### config.mk
export PLATFORM = sky130hd
export DESIGN_NAME = stimulus_completion_tracker
export DESIGN_NICKNAME = d
export VERILOG_FILES = /design/src/rtl/tb_pkg.sv /design/src/rtl/tb_grant_gen.sv /design/src/rtl/stimulus_completion_tracker.sv
export SDC_FILE = /design/constraint.sdc
export NUM_CORES = 1
export LEC_CHECK = 0
export CORE_ASPECT_RATIO = 0.5
export CORE_MARGIN = 3
export CORE_UTILIZATION = 26
export CTS_BUF_LIST = sky130_fd_sc_hd__clkbuf_8
export CTS_CLUSTER_DIAMETER = 80
export DETAILED_ROUTE_END_ITERATION = 16
export GPL_TIMING_DRIVEN = 1
export RECOVER_POWER = 25
export SETUP_SLACK_MARGIN = 0.2
export SKIP_CTS_REPAIR_TIMING = 1
export SLEW_MARGIN = 20
export SYNTH_ARGS = -nofsm -noshare
export SYNTH_HDL_FRONTEND = slang
export SYNTH_SLANG_ARGS = --single-unit
### constraint.sdc
create_clock -name clk_i -period 4.2 [get_ports clk_i]
set_input_delay 0.84 -clock clk_i [delete_from_list [all_inputs] [get_ports clk_i]]
set_output_delay 0.84 -clock clk_i [all_outputs]
set_load 0.01 [all_outputs]
### src/rtl/tb_pkg.sv
// Shared types for the stimulus completion tracker: FSM states, error codes
// and the grant LFSR taps/step function.
package tb_pkg;

    typedef enum logic [1:0] {
        RUN   = 2'd0,
        DONE  = 2'd1,
        ERROR = 2'd2
    } tracker_state_e;

    typedef enum logic [2:0] {
        ERR_NONE      = 3'd0,
        ERR_ILLEGAL   = 3'd1,
        ERR_DUP_ID    = 3'd2,
        ERR_ID_RANGE  = 3'd3,
        ERR_STORE_OVF = 3'd4,
        ERR_TIMEOUT   = 3'd5
    } tracker_err_e;

    // Fibonacci taps 16,14,13,11 as bit positions 15,13,12,10.
    localparam logic [15:0] LfsrTaps = 16'hB400;

    function automatic logic [15:0] lfsr_step(input logic [15:0] s);
        return {s[14:0], ^(s & LfsrTaps)};
    endfunction

endpackage

### src/rtl/tb_grant_gen.sv
// Store-operand grant pattern generator: always, alternating, or LFSR-driven.
// Grant is combinational from valid and is forced low while reset is high.
module tb_grant_gen
    import tb_pkg::*;
#(
    parameter int          GntMode  = 0,
    parameter logic [15:0] LfsrSeed = 16'hACE1
) (
    input  logic clk_i,
    input  logic rst_i,
    input  logic valid_i,
    output logic gnt_o
);

    logic [15:0] lfsr_q, lfsr_d;
    logic        alt_q, alt_d;
    logic        pattern;

    always_comb begin
        lfsr_d = lfsr_step(lfsr_q);
        alt_d  = valid_i ? ~alt_q : alt_q;
        case (GntMode)
            1:       pattern = alt_q;
            2:       pattern = lfsr_q[0];
            default: pattern = 1'b1;
        endcase
        gnt_o = valid_i & pattern & ~rst_i;
    end

    always_ff @(posedge clk_i) begin
        if (rst_i) begin
            lfsr_q <= LfsrSeed;
            alt_q  <= 1'b1;
        end else begin
            lfsr_q <= lfsr_d;
            alt_q  <= alt_d;
        end
    end

endmodule

### src/rtl/stimulus_completion_tracker.sv
// Out-of-order completion tracker and store-operand sink for the rvv_core bench.
// Define STIMULUS_TRACKER_CHECKSUM_EN to add a rotate-xor checksum of accepted stores.
module stimulus_completion_tracker
    import tb_pkg::*;
#(
    parameter int          NumInsn       = 8,
    parameter int          InsnIdWidth   = 4,
    parameter int          XlenWidth     = 64,
    parameter int          DataWidth     = 64,
    parameter int          NumStoreOps   = 8,
    parameter int          GntMode       = 0,
    parameter logic [15:0] LfsrSeed      = 16'hACE1,
    parameter int          TimeoutCycles = 1024
) (
    input  logic                               clk_i,
    input  logic                               rst_i,
    input  logic                               done_i,
    input  logic [InsnIdWidth-1:0]             done_insn_id_i,
    input  logic                               illegal_insn_i,
    input  logic [XlenWidth-1:0]               result_i,
    input  logic                               store_op_valid_i,
    input  logic [DataWidth-1:0]               store_op_i,
    output logic                               store_op_gnt_o,
    output logic                               sim_done_o,
    output logic                               sim_error_o,
    output logic [2:0]                         error_code_o,
    output logic [$clog2(NumInsn+1)-1:0]       done_cnt_o,
    output logic [$clog2(NumStoreOps+1)-1:0]   store_cnt_o,
    output logic [XlenWidth-1:0]               last_result_o
`ifdef STIMULUS_TRACKER_CHECKSUM_EN
    ,
    output logic [DataWidth-1:0]               store_checksum_o
`endif
);

    localparam int DoneCntW  = $clog2(NumInsn + 1);
    localparam int StoreCntW = $clog2(NumStoreOps + 1);
    localparam int IdleW     = (TimeoutCycles > 1) ? $clog2(TimeoutCycles) : 1;
    localparam int IdxW      = (NumInsn > 1) ? $clog2(NumInsn) : 1;

    localparam logic [InsnIdWidth:0] NumInsnW = (InsnIdWidth + 1)'(NumInsn);
    localparam logic [StoreCntW-1:0] StoreMax = StoreCntW'(NumStoreOps);
    localparam logic [IdleW-1:0]     IdleMax  = IdleW'(TimeoutCycles - 1);

    tracker_state_e         state_q, state_d;
    tracker_err_e           err_code_q, err_code_d;
    tracker_err_e           err;
    logic [NumInsn-1:0]     bitmap_q, bitmap_d;
    logic [DoneCntW-1:0]    done_cnt_q, done_cnt_d;
    logic [StoreCntW-1:0]   store_cnt_q, store_cnt_d;
    logic [XlenWidth-1:0]   last_result_q, last_result_d;
    logic [IdleW-1:0]       idle_q, idle_d;
    logic                   sim_done_q, sim_done_d;
    logic                   sim_error_q, sim_error_d;
    logic                   acc_store;
    logic                   id_in_range;
    logic                   id_seen;
    logic [IdxW-1:0]        id_idx;

    tb_grant_gen #(
        .GntMode  (GntMode),
        .LfsrSeed (LfsrSeed)
    ) u_grant_gen (
        .clk_i   (clk_i),
        .rst_i   (rst_i),
        .valid_i (store_op_valid_i),
        .gnt_o   (store_op_gnt_o)
    );

    always_comb begin
        acc_store     = store_op_valid_i & store_op_gnt_o;
        id_idx        = done_insn_id_i[IdxW-1:0];
        id_in_range   = ({1'b0, done_insn_id_i} < NumInsnW);
        id_seen       = bitmap_q[id_idx];
        err           = ERR_NONE;
        state_d       = state_q;
        err_code_d    = err_code_q;
        bitmap_d      = bitmap_q;
        done_cnt_d    = done_cnt_q;
        store_cnt_d   = store_cnt_q;
        last_result_d = last_result_q;
        idle_d        = idle_q;

        case (state_q)
            RUN: begin
                if (done_i && illegal_insn_i)                 err = ERR_ILLEGAL;
                else if (done_i && !id_in_range)              err = ERR_ID_RANGE;
                else if (done_i && id_seen)                   err = ERR_DUP_ID;
                else if (acc_store && store_cnt_q == StoreMax) err = ERR_STORE_OVF;
                else if (!done_i && !acc_store && idle_q == IdleMax) err = ERR_TIMEOUT;

                // An illegal instruction still retires its ID, but its result is not kept.
                if (done_i && id_in_range && !id_seen) begin
                    bitmap_d[id_idx] = 1'b1;
                    if (done_cnt_q != '1) done_cnt_d = done_cnt_q + DoneCntW'(1);
                    if (!illegal_insn_i) last_result_d = result_i;
                end
                if (acc_store && store_cnt_q != '1) store_cnt_d = store_cnt_q + StoreCntW'(1);

                if (done_i || acc_store)  idle_d = '0;
                else if (idle_q != IdleMax) idle_d = idle_q + IdleW'(1);

                if (err != ERR_NONE) begin
                    state_d    = ERROR;
                    err_code_d = err;
                end else if ((&bitmap_d) && store_cnt_d == StoreMax) begin
                    state_d = DONE;
                end
            end
            DONE: begin
                if (done_i) begin
                    state_d    = ERROR;
                    err_code_d = ERR_DUP_ID;
                end else if (acc_store) begin
                    state_d    = ERROR;
                    err_code_d = ERR_STORE_OVF;
                end
            end
            default: ;
        endcase

        sim_done_d  = (state_d == DONE);
        sim_error_d = (state_d == ERROR);
    end

    always_ff @(posedge clk_i) begin
        if (rst_i) begin
            state_q       <= RUN;
            err_code_q    <= ERR_NONE;
            bitmap_q      <= '0;
            done_cnt_q    <= '0;
            store_cnt_q   <= '0;
            last_result_q <= '0;
            idle_q        <= '0;
            sim_done_q    <= 1'b0;
            sim_error_q   <= 1'b0;
        end else begin
            state_q       <= state_d;
            err_code_q    <= err_code_d;
            bitmap_q      <= bitmap_d;
            done_cnt_q    <= done_cnt_d;
            store_cnt_q   <= store_cnt_d;
            last_result_q <= last_result_d;
            idle_q        <= idle_d;
            sim_done_q    <= sim_done_d;
            sim_error_q   <= sim_error_d;
        end
    end

`ifdef STIMULUS_TRACKER_CHECKSUM_EN
    logic [DataWidth-1:0] checksum_q, checksum_d;

    always_comb begin
        checksum_d = checksum_q;
        if (acc_store && state_q != ERROR)
            checksum_d = {checksum_q[DataWidth-2:0], checksum_q[DataWidth-1]} ^ store_op_i;
    end

    always_ff @(posedge clk_i) begin
        if (rst_i) checksum_q <= '0;
        else       checksum_q <= checksum_d;
    end

    assign store_checksum_o = checksum_q;
`else
    logic store_op_unused;
    assign store_op_unused = ^store_op_i;
`endif

    assign sim_done_o    = sim_done_q;
    assign sim_error_o   = sim_error_q;
    assign error_code_o  = err_code_q;
    assign done_cnt_o    = done_cnt_q;
    assign store_cnt_o   = store_cnt_q;
    assign last_result_o = last_result_q;

endmodule
# Yosys cells after proc, flatten, opt, wreduce, memory -nomap -nowiden

Cells that the tools add are included.

Add/sub/neg operators: 3
Order comparisons: 3
Equal/unequal tests: 11
Multiplexer cells: 25
Bitwise operators: 5
Reduce and logical (&&, ||, !) cells: 25

Operators by type and width:

| operator                                                                      | count |
|---|---|
| 3-bit two-way mux                                                             | 9 |
| 10-bit two-way mux                                                            | 2 |
| 8-bit two-way mux                                                             | 2 |
| 1-bit logical AND                                                             | 11 |
| 10-bit by 1-bit adder with 10-bit output (second input constant)              | 1 |
| 10-bit == test (second input constant)                                        | 1 |
| 10-bit != test (second input constant)                                        | 1 |
| 3-bit AND reduction                                                           | 3 |
| 4-bit by 1-bit adder with 4-bit output (second input constant)                | 2 |
| 4-bit == test (second input constant)                                         | 2 |
| 2-bit two-way mux                                                             | 4 |
| 4-bit two-way mux                                                             | 2 |
| 4-bit != test (second input constant)                                         | 2 |
| 8-bit bitwise OR                                                              | 1 |
| 8-bit AND reduction                                                           | 1 |
| 3-bit case mux with 2 select lines                                            | 1 |
| 2-bit by 1-bit == test with 1-bit output (second input constant)              | 2 |
| 1-bit logical NOT                                                             | 4 |
| 3-bit by 4-bit less-than comparator with 1-bit output (second input constant) | 1 |
| 4-bit less-than comparator (second input constant)                            | 1 |
| 2-bit case mux with 2 select lines                                            | 1 |
| 2-bit nonzero test                                                            | 2 |
| 1-bit binary-select mux with 3-bit select                                     | 1 |
| 1-bit demux with 3-bit select                                                 | 1 |
| 11 further kinds                                                              | 14 |

Register bits: 97
Bits of input ports: 137
Output and inout bits: 78
Logic and storage cells: 81

# Logic depth before layout (Yosys ltp)

Gate-level depths: netlist (run 1).

Word-level depth: 16
Depth in mapped cells: 9

# Hierarchy

A second synthesis (run 1) with hierarchy kept.

Cells, all modules: 504
Area, all modules: 4093.9 um2

Modules (own cells, without submodules):

| module                      | instances | cells each | area each (um2) | sequential area each (um2) |
|---|---|---|---|---|
| stimulus_completion_tracker | 1         | 503        | 4080.2          | 1941.9 |
| tb_grant_gen                | 1         | 1          | 13.8            | 0.0 |

# Least setup slack after synthesis (run 1)

OpenSTA, ideal clock, no wires.

Path kind: input to register
Start: input port done_insn_id_i[1]
End: register last_result_q[10] (netlist: last_result_o[10])
Setup time: 132 ps
Arrival time: 2355 ps
Required time: 4068 ps
Setup slack: 1712 ps
Stages on the path: 9
Buffers on the path: 3
Cell sequence: buf_6 -> mux2_4 -> a211oi_2 -> nand4_4 -> or2_1 -> buf_4 -> buf_6 -> nand2_1 -> a21oi_1

Longest elaborated chain between the ends: 5

RTL lines:

| item                                      | line                               | source |
|---|---|---|
| start, declared                           | stimulus_completion_tracker.sv:18  | `input logic [InsnIdWidth-1:0] done_insn_id_i,` |
| 1-bit binary-select mux with 3-bit select | stimulus_completion_tracker.sv:74  | `id_seen = bitmap_q[id_idx];` |
| 1-bit two-way mux (implied by the code)   | stimulus_completion_tracker.sv:74  |  |
| 1-bit logical NOT                         | stimulus_completion_tracker.sv:93  | `if (done_i && id_in_range && !id_seen) begin` |
| 1-bit logical AND (*)                     | stimulus_completion_tracker.sv:93  |  |
| 3-bit AND reduction (no line) (*)         | n/a                                |  |
| end signal, assigned                      | stimulus_completion_tracker.sv:143 | `last_result_q <= last_result_d;` |
| end, declared                             | stimulus_completion_tracker.sv:51  | `logic [XlenWidth-1:0] last_result_q, last_result_d;` |

Every way passes the cells marked *; elsewhere a longest branch is shown, timed or not. The select of a mux whose other input is x is not followed.
A chain may end at the register's enable or synchronous reset.

# Worst setup path in the final report (run 1)

Start: input port store_op_valid_i
End: output port store_op_gnt_o

Longest elaborated chain between the ends: 1

RTL lines:

| item            | line                              | source |
|---|---|---|
| start, declared | stimulus_completion_tracker.sv:21 | `input logic store_op_valid_i,` |
| 1-bit AND       | tb_grant_gen.sv:27                | `gnt_o = valid_i & pattern & ~rst_i;` |
| end, declared   | stimulus_completion_tracker.sv:23 | `output logic store_op_gnt_o,` |

Every way passes these cells.

==> results.md, run 1 <==
- Die height: 94.3 um
- Pwr per Cell Area: 294 nW/um2
- Clock Sink Count: 97
- # rows: 31
- CTS Root Cell: clkbuf_8
- Starting density of the core: 0.273
- Vias: 3704
- Most frequent cells in the layout: 137 x nand2_1, 108 x clkdlybuf4s50_1, 97 x dfxtp_1, 77 x a21oi_1, 41 x dlygate4sd3_1
- Slew headroom: -0.295
- Average size of a mapped cell: 8.25 um2
- Primary FF master, synth: dfxtp_1
- Worst-margin pin slew: 1940 ps
- Hold Path Class: register to register
- Area taken by multi-input logic gates: 1920 um2
- Most common cell after layout, fill and taps aside: nand2_1
- Critical path class: input pin to primary output
- Die ar.: 17200 um2
- Largest net degree at the start of global routing: 92
- # diodes: 0
- Max VDD drop: 0.000125 V
- Unique cell type count in the Yosys netlist: 56
- Sequential standard cell area: 1940 um2
- Final period utilization: 0.769
- Via density: 4.45
- Crit Path Max Fanout: 8
- CTS tree: done
- FMAX: 309 MHz
- Final core occ: 0.393
- CTS clk-pin slew, worst paths: 80 ps
- Post-synth EDFFs: 0
- Core Box Area: 14900 um2
- Yosys reg bits: 97
- Post-Synthesis Cells: 492
- Gr ovfl total: 0
- Die Wd: 183 um
- P&R area growth vs syn: 44.0%
- Drt pass-1 iters: 4
- Failing checks: max-capacitance violations, max-slew violations
- CTS Buf Count: 9
- Number of fill cells: 1496
- First-pass GRT wire length: 18.1 mm
- Gp weighted congestion: 0.813
- Clk buf depth: 2
- Mapped cell area: 4060 um2
- YS warnings: 0
- # IOs: 215
- Nets: 770
- MaxCap Viol Count: 1
- Final wirelength: 11.2 mm
- Post-route cell area: 5840 um2
- Critical path data required time: 3360 ps
- Share of cells above drive strength 1: 0.0442
- Wire per inst: 13.5 um
- Initial DRC count: 180
- Antenna Violating Nets Remaining: 0
- Min Tclk post-route: 3230 ps
- # setup viols final: 0
- RSZ-0062 raised after global routing: false
- Arr. time, crit path: 2390 ps
- Mapped Nets: 633
- Setup TNS: 0 ps
- Crit end category: primary output
- Post-synthesis sequential area ratio: 0.479
- Final hold violations: 0
- IO buf count: 150
- Antenna violations before repair: 0
- H-tree depth: 3
- Worst Skew: 6.61 ps
- Ys async rst share: 0
- Hold Slack: 453 ps
- Global Route Usage Sum: 0.128
- Leak: 2.17 nW
- DP HPWL: 7.67 mm
- Worst Setup Start Kind: input pin
- Pre-CTS setup slack: 888 ps
- Dpl cell area: 5690 um2
- Status: finished with violations
- Slew Limit Fails: 92
- Remaining DRCs: 0
- Vias in the first global route: 3590
- PnR worst setup slack: 969 ps
- Worst skew pair latency: 360 ps
layer usage:
metal,GRT usage,vias up,routed length [um]
met1,0.156,1676,5040
met3,0.0316,11,449
li1,-,1952,-
met5,0,-,0
met2,0.227,65,5580
met4,0.0393,0,155
state kept, by name, indices dropped and copies added, names as in the netlist:
name	cells
sim_done_o	1
bitmap_q	8
error_code_o	3
done_cnt_o	4
last_result_o	64
sim_error_o	1
state_q	2
idle_q	10
store_cnt_o	4
critical path: stages:
cell and delay [ps]:
clkdlybuf4s50_1 530, nand2b_1 190, clkinv_1 260, clkdlybuf4s50_1 570
power breakdown:
part	leakage [nW]	switching [W]	internal [W]
sequential	0.786	0.0000160	0.000946
combinational	1.29	0.000112	0.000130
clock	0.0940	0.000310	0.000205
total	2.17	0.000438	0.00128
final cells by class:
| type | count | area share |
|---|---|---|
| Clock inverter | 7 | 0.00557 |
| Multi-Input combinational cell | 360 | 0.329 |
| Clock buffer | 9 | 0.0212 |
| Tap cell | 198 | 0.0424 |
| Timing Repair Buffer | 155 | 0.266 |
| Sequential cell | 97 | 0.332 |
| Inverter | 6 | 0.00385 |
path summary, 6_finish.rpt:
kind / startpoint / endpoint / slack (ps) / cells after the start
worst max register to register: bitmap_q[1] / last_result_o[50] / 2090 / 7
worst max-delay path: store_op_valid_i / store_op_gnt_o / 970 / 4
worst min-delay path: last_result_o[51] / last_result_o[51] / 450 / 2
worst min register to register: last_result_o[51] / last_result_o[51] / 450 / 2
cells by family (layout without fill, tap and decap cells):
kind of cell | Yosys count | in the layout | synth area share
muxes | 8 | 8 | 0.0213
buffers and inverters | 35 | 177 | 0.0481
and+or+nand+nor | 228 | 228 | 0.259
xor gates and xnor gates | 12 | 12 | 0.0259
AOI/OAI and AO/OA | 108 | 108 | 0.155
DFF | 97 | 97 | 0.479
adders and majority gates | 4 | 4 | 0.0123
synthesized netlist by cell type, types with 6 or more instances:
cell type	instances	area, um2
dfxtp_1	97	1940
clkbuf_1	15	56.3
a21oi_1	77	385
buf_6	7	78.8
nor2b_1	6	37.5
nand3_1	6	30.0
mux2i_1	6	60.1
o21ai_0	7	35.0
nand2_1	137	514
nor2_1	34	128
xor2_1	7	61.3
buf_2	6	30.0
nand4_1	7	43.8
through the flow:
stage / total power (W) / instances
floorplan: 0.00109 / 492
global placement: 0.00123 / 816
detailed placement: 0.00123 / 816
CTS: 0.00177 / 832
global route: 0.00182 / 832
finish: 0.00172 / 832
No activity file was read; power rests on OpenSTA's default activity.
==> run 2: changes to the inputs <==
Clock period 4.2 ns to 3.2 ns, I/O delays scaled along.
==> run 2 against run 1 <==
Against the previous run: the run now ends clean; non-clock buffer count increased by 6; die area unchanged; critical path depth unchanged; cell area increased by 1.2%; clock power increased by 35%; utilization increased by 0.45 points; total power increased by 33%; sequential share of layout area decreased by 0.38 points; first-iteration DRC count increased by 27%; via count increased by 1.4%; critical path type unchanged.
==> results.md, run 2 (same netlist as run 1, synthesis figures left out) <==
- Status: complete, no violations
- Antenna violations before repair: 0 (unchanged)
- Critical path class: input pin to primary output
- CTS Root Cell: clkbuf_8
- Vias: 3757 (+1.4%)
- CP startpoint: store_op_valid_i
- First-pass GRT wire length: 17.7 mm (-2.2%)
- H-tree depth: 3 (unchanged)
- Clock Sink Count: 97 (unchanged)
- CTS Buf Count: 9 (unchanged)
- # diodes: 0 (unchanged)
- CTS clk-pin slew, worst paths: 80 ps (about the same)
- Slew headroom: 0.336 (+0.631)
- Worst Skew: 6.22 ps (-0.387 ps)
- Max reg flops: 64 (unchanged)
- # setup viols final: 0 (unchanged)
- # IOs: 215 (unchanged)
- CP delay by family, top: buffers and inverters
- Critical path data required time: 2560 ps (-800 ps)
- Most frequent cells in the layout: 137 x nand2_1, 107 x clkdlybuf4s50_1, 97 x dfxtp_1, 77 x a21oi_1, 42 x dlygate4sd3_1
- HP Start: last_result_o[3]
- # rows: 31 (unchanged)
- Gp weighted congestion: 0.771 (-5.2%)
- CTS tree: done
- Largest net degree at the start of global routing: 92 (unchanged)
- MaxCap Viol Count: 0 (-1)
- R2R Path Start: store_cnt_o[1]
- Busiest metal layer after global routing: met2
- Via density: 4.49 (+0.95%)
- PnR Total Power: 0.00229 W (+33%)
- Antenna Violating Nets Remaining: 0 (unchanged)
- Hold Path Class: register to register
- Worst Setup Start Kind: input pin
- Remaining DRCs: 0 (unchanged)
- Most common cell after layout, fill and taps aside: nand2_1
- Final hold violations: 0 (unchanged)
- Nets: 776 (+0.78%)
- GR Util met2: 0.217 (-0.00988)
- FMAX: 346 MHz
- Min Tclk post-route: 2890 ps
- Die height: 94.3 um (unchanged)
- Reg2reg setup slack: 1160 ps (-930 ps)
- Initial DRC count: 228 (+27%)
- Drt pass-1 iters: 4 (unchanged)
- Leak: 2.21 nW (+1.9%)
- RSZ-0062 raised after global routing: false
- CP max stage delay: 640 ps (+70 ps)
- Met3 Track Usage GR: 0.0300 (-0.00154)
- P&R area growth vs syn: 45.7%
- Clk buf depth: 2 (unchanged)
- Die ar.: 17200 um2 (unchanged)
- Final wirelength: 11.1 mm (-1.3%)
- Final period utilization: 0.903
- Bufs and invs on worst path: 3 (unchanged)
- Die Wd: 183 um (unchanged)
- Met1 Track Usage GR: 0.159 (+0.00277)
- Worst-margin pin slew: 996 ps (-946 ps)
- Worst-path cell chain: dlygate4sd3_1, nand2b_1, clkinv_1, clkdlybuf4s50_1
- Crit Path Max Fanout: 8 (unchanged)
- Vias in the first global route: 3535 (-1.5%)
- Crit end category: primary output
- Share of cells above drive strength 1: 0.0533 (+0.00913)
- Worst skew pair latency: 350 ps (about the same)
- Gr ovfl total: 0 (unchanged)
- IO buf count: 150 (unchanged)
- Slew Limit Fails: 0 (-100%)
- Global Route Usage Sum: 0.126 (-0.00275)
- Pwr per Cell Area: 387 nW/um2 (+31%)
- Starting density of the core: 0.273 (unchanged)
- Wire per inst: 13.3 um (-1.8%)
- Setup TNS: 0 ps (unchanged)
- Arr. time, crit path: 2250 ps (-140 ps)
- Max VDD drop: 0.000185 V (+48%)
- Core Box Area: 14900 um2 (unchanged)
- CP max-delay cell: dlygate4sd3_1
- DP HPWL: 7.87 mm (+2.6%)
run 2: metal layers:
metal,wire [um],share of wire
met4,119,0.011
met5,0,0
met3,416,0.038
met2,5520,0.50
met1,5030,0.45
run 2: worst paths after layout:
path                           end  depth (start not counted)
setup reg to reg        sim_done_o                          7
hold / removal    last_result_o[3]                          2
hold reg to reg   last_result_o[3]                          2
setup / recovery    store_op_gnt_o                          4
run 2: stage by stage:
step                      area [um2]   util  setup WS, ps  instances  hold WS, ps
after floorplan                 4060      -           912        492          459
after global placement          5750  0.387           343        822          441
after detailed placement        5750  0.387           331        822          446
after CTS                       5910  0.398           409        836          458
after global routing            5910  0.398           250        836          471
final                           5910  0.398           312        836          454
run 2: power by group:
| part | internal, W | leakage (nW) | switching (W) |
|---|---|---|---|
| clock | 0.000309 | 0.0951 | 0.000389 |
| sequential | 0.00124 | 0.786 | 0.0000209 |
| combinational | 0.000178 | 1.33 | 0.000148 |
run 2: cell type report:
cell class | count | area, um2
Timing Repair Buffer | 161 | 1620
Multi-Input combinational cell | 360 | 1920
Clock buffer | 11 | 151
Clock inverter | 3 | 11.3
Fill cell | 1533 | 8940
Inverter | 6 | 22.5
Tap cell | 198 | 248
Sequential cell | 97 | 1940
run 2: worst reg2reg max path, cell delays in order (launching register included):
cell	delay, ps
dfxtp_1	440
ha_1	280
nand3_1	140
a211o_1	310
a22o_1	190
nor4_1	280
nand4_1	190
o41ai_1	100
